--- config.mk ---
export PLATFORM = sky130hd
export DESIGN_NAME = cy_arb4_rr
export DESIGN_NICKNAME = d
export VERILOG_FILES = /design/src/rtl/cy_arb4_rr.sv
export SDC_FILE = /design/constraint.sdc
export NUM_CORES = 1
export LEC_CHECK = 0
export CORE_MARGIN = 5
export CORE_UTILIZATION = 40
export DETAILED_ROUTE_END_ITERATION = 8
export PLACE_DENSITY = 0.62
export SETUP_SLACK_MARGIN = 0.02
export SYNTH_ARGS = -nofsm -noshare
export SYNTH_HDL_FRONTEND = slang
export SYNTH_SLANG_ARGS = --single-unit
--- constraint.sdc ---
create_clock -name clock -period 3.07 [get_ports clock]
set_clock_uncertainty 0.05 [all_clocks]
set_input_delay 0.614 -clock clock [delete_from_list [all_inputs] [get_ports clock]]
set_output_delay 0.614 -clock clock [all_outputs]
set_load 0.1 [all_outputs]
--- src/rtl/cy_arb4_rr.sv ---
// cy_arb4_rr: four-way round-robin arbiter with optional tenure cap.
// Drives a registered one-hot grant and the matching 4:1 mux select.
module cy_arb4_rr #(
  parameter int unsigned MAX_HOLD = 0
) (
  input  logic       clock,
  input  logic       reset_n,
  input  logic [3:0] req,
  output logic [3:0] grant,
  output logic [1:0] sel,
  output logic       busy,
  output logic       switch
);

  typedef enum logic {
    IDLE,
    OWNED
  } state_t;

  localparam logic [7:0] HOLD = 8'(MAX_HOLD);

  state_t     state;
  logic [1:0] ptr;
  logic [7:0] cnt;

  logic [3:0] cand;
  logic [7:0] dbl;
  logic [3:0] rot;
  logic [1:0] off;
  logic       hit;
  logic [1:0] pick;
  logic [3:0] pick_oh;
  logic       own;
  logic       expired;

  // The current owner never competes in its own handover.
  assign cand = req & ~grant;

  // Rotate candidates so the priority pointer lands on bit 0,
  // then take the first set bit.
  always_comb begin
    dbl = {cand, cand} >> ptr;
    rot = dbl[3:0];
    off = 2'd0;
    priority case (1'b1)
      rot[0]:  off = 2'd0;
      rot[1]:  off = 2'd1;
      rot[2]:  off = 2'd2;
      rot[3]:  off = 2'd3;
      default: off = 2'd0;
    endcase
  end

  assign hit     = |cand;
  assign pick    = ptr + off;
  assign pick_oh = 4'b0001 << pick;
  assign own     = req[sel];

  // An uncapped arbiter never forces a handover.
  generate
    if (MAX_HOLD == 0) begin : g_unl
      assign expired = 1'b0;
    end else begin : g_cap
      assign expired = (cnt >= HOLD);
    end
  endgenerate

  // Arbitration FSM; every output is a register.
  always_ff @(posedge clock or negedge reset_n) begin
    if (!reset_n) begin
      state  <= IDLE;
      grant  <= 4'b0000;
      sel    <= 2'b00;
      busy   <= 1'b0;
      switch <= 1'b0;
      ptr    <= 2'b00;
      cnt    <= 8'd0;
    end else begin
      switch <= 1'b0;
      unique case (state)
        IDLE: begin
          if (hit) begin
            grant  <= pick_oh;
            sel    <= pick;
            busy   <= 1'b1;
            switch <= 1'b1;
            cnt    <= 8'd1;
            ptr    <= pick + 2'd1;
            state  <= OWNED;
          end
        end
        OWNED: begin
          if (own && !expired) begin
            if (cnt != 8'hFF) cnt <= cnt + 8'd1;
          end else if (hit) begin
            grant  <= pick_oh;
            sel    <= pick;
            switch <= 1'b1;
            cnt    <= 8'd1;
            ptr    <= pick + 2'd1;
          end else if (own) begin
            cnt <= HOLD;
          end else begin
            grant <= 4'b0000;
            busy  <= 1'b0;
            state <= IDLE;
          end
        end
        default: state <= IDLE;
      endcase
    end
  end

  a_onehot: assert property (
    @(posedge clock) disable iff (!reset_n) $onehot0(grant));
  a_busy: assert property (
    @(posedge clock) disable iff (!reset_n) busy == |grant);
  a_sel: assert property (
    @(posedge clock) disable iff (!reset_n)
      busy |-> grant[sel]);

endmodule

==> summary.txt <==
Outcome
  • Outcome: complete, no violations

Layout
  • Area Growth Syn to Fin: 45.1%
  • Ant. Diodes: 0
  • Layout Nets: 116
  • Share of cells above drive strength 1: 0.471
  • Post-route cell area: 0.00111 mm²

Logic synthesis
  • Fraction of registers with async set/reset: 1.00
  • Count leader, synth: dfrtp_1
  • Share of the synthesized area in the top cell type: 0.359
  • Yosys top cell by area: dfrtp_1
  • Avg Cell Area, Syn: 11.1 µm²
  • Synth unique cells: 33
  • Yosys warns: 0
  • Post-synth EDFFs: 0
  • Post-Syn Nets: 80
  • Cell count after synthesis: 69
  • Largest cells by area after synthesis: dfrtp_1, ha_1, a22o_1, a21oi_1, mux2_4
  • Register area share after synthesis: 0.359
  • #FFs+latches synth: 11
  • Most common library cells after synthesis: dfrtp_1, a21oi_1, ha_1
  • Synthesized area: 766 µm²
  • Main synth FF type: dfrtp_1

CTS
  • Clock transition at the registers of the reported paths: 0.07 ns
  • Clk root buf: clkbuf_4
  • Clock sink count: 11
  • H-tree Lvls: 1
  • Clk_lat worst skew: 0.27 ns
  • Inserted Clock Buffers: 3
  • CTS Buffer Depth: 2
  • TritonCTS clock tree: built

Timing
  • Ratio of final minimum period to clock period: 0.975
  • Slew HR: 0.614
  • Fmax achieved: 334 MHz
  • Slew @ Worst Pin: 0.573 ns
  • Final Critical Period: 2.99 ns
  • Endpoints failing setup: 0
  • Fin. Hold Viols: 0
  • Slew Limit Fails: 0

Worst hold path
  • Hold Crit Depth: 1
  • Worst min path class: register to register

Worst setup path
  • CP bufs+invs: 1
  • Setup crit end kind: register
  • Crit path max-delay family: compound AO/OA/AOI/OAI gates
  • Crit Path Max Fanout: 4
  • WP depth: 12
  • Critical path data required time: 3.18 ns
  • Worst EP arrival: between 3 and 4 ns
  • Slowest CP cell: a2111oi_4
  • Startpoint type of the worst setup path: primary input
  • Crit-path cells: dlygate4sd2_1 > nand3b_1 > o21ai_0 > a22oi_1 > o2bb2ai_1 > ha_2 > and2b_1 > and4_4 > a2111oi_4 > nand3_1 > ha_1 > mux2_4
  • R2R cell count: 12
  • Crit Path Category: primary input to register
  • Max incr delay on CP: approximately 0.33 ns

Detailed routing
  • Final WL: 1.93 mm
  • Detail Route Antenna Nets: 0
  • Via count: 693
  • Via density per instance: 5.37
  • DRC violations left: 0
  • DR pass1 iterations: 4
  • Detailed Route Iter0 Violations: 10
  • Drt wl/cell: 15.0 µm

Placement
  • Placer Congestion: 0.842
  • Placed cell areas: 0.00101 mm²
  • IO buf count: 13
  • Hpwl dp: around 1.4 mm

Global route
  • Met2 Use GR: 0.254
  • Met3 usage: 0.0582
  • GRT overflow: 0
  • Tot GR Track Use: 0.150
  • M1 GR Usage: 0.179
  • Vias in the first global route: just under 700
  • Pin count of the biggest net entering global routing: 12
  • First-pass GRT wire length: 3.06 mm
  • Initial antenna violation count: 0
  • GR peak layer: met2

Floorplan
  • Boundary pin count: 14
  • Initial Utilization: 0.434
  • Die width: 53.8 µm
  • DIE AREA: 0.00289 mm²
  • Die Height: ~54 µm
  • Rows: 15
  • Core Footprint: 0.00176 mm²

Job
  • Max-Cap Viols: 0
-- worst reg2reg max path, stage by stage (launching register included) --
cell       delay [ns]
dfrtp_1          0.42
buf_4            0.19
nand3b_1         0.15
o21ai_0          0.12
a22oi_1          0.21
o2bb2ai_1        0.12
ha_2             0.20
and2b_1          0.17
and4_4           0.19
a2111oi_4        0.33
nand3_1          0.16
ha_1             0.31
mux2_4           0.25
-- state kept, by name (all words and copies together), names as in the netlist --
name / cells
switch: 1
sel: 2
state: 1
ptr: 2
busy: 1
grant: 4
-- final cells by class --
type                    instances  area, µm²
inverters                       3       11.3
repair buffers                 33        255
clock buffers                   4       26.3
multi-input cells              53        502
flip-flops and latches         11        285
well taps                      25       31.3
fillers                       164        653
-- repair_timing --
item                       in CTS  in global routing
hold buffers                    0                  0
gates resized for setup        10                  5
cloned                          0                  0
pin swaps                       7                  8
setup endpoints to repair       5                  5
buffers inserted                3                  2
-- cell usage in the layout, fill, tap and decap left out, drive strengths merged, types with 2 or more instances in the layout --
master / instances
and2b: 2
a21oi: 6
dfrtp: 11
inv: 3
or3b: 3
nand3: 2
o21ai: 4
a22o: 4
nor3b: 2
dlygate4sd2: 3
or2b: 4
mux2: 2
o2111ai: 2
buf: 28
clkbuf: 5
ha: 5
nand3b: 3
-- final timing paths --
check                              startpoint  slack (ns)              endpoint
max                                    req[0]        0.08    ptr[1]$_DFFE_PN0P_
min                           state$_DFF_PN0_        0.43      busy$_DFFE_PN0P_
max reg2reg                ptr[0]$_DFFE_PN0P_        0.08    ptr[1]$_DFFE_PN0P_
min reg2reg                   state$_DFF_PN0_        0.43      busy$_DFFE_PN0P_
max in group asynchronous             reset_n        1.98  grant[3]$_DFFE_PN0P_
min in group asynchronous             reset_n        0.62    ptr[1]$_DFFE_PN0P_
-- per-layer routing --
layer  part of all wire  vias up  routed length [µm]
met1               0.46      335                 894
li1                   -      344                   -
met3              0.044        2                  85
met5                  0        -                   0
met4             0.0062        0                  12
met2               0.49       12                 939
-- through the flow --
step | cells | setup WS (ns) | setup TNS, ns | util | hold WS, ns
floorplan | 69 | 0.0453 | 0 | - | 0.268
global placement | 120 | -0.471 | -1.74 | 0.573 | 0.408
detailed placement | 120 | -0.511 | -1.88 | 0.573 | 0.422
CTS | 127 | 0.0650 | 0 | 0.616 | 0.433
global route | 129 | -0.0147 | -0.0158 | 0.630 | 0.462
finish | 129 | 0.0778 | 0 | 0.630 | 0.431
-- cell families after synthesis --
group,share of synthesized area
AOI/OAI and AO/OA,0.221
adders and majority gates,0.0817
buffers and inverters,0.0392
DFF,0.359
muxes,0.0735
and+or+nand+nor,0.225
Power is left out: the tool's default activity adds up to more than one toggle a clock period on the data nets, which glitch-free logic cannot reach.
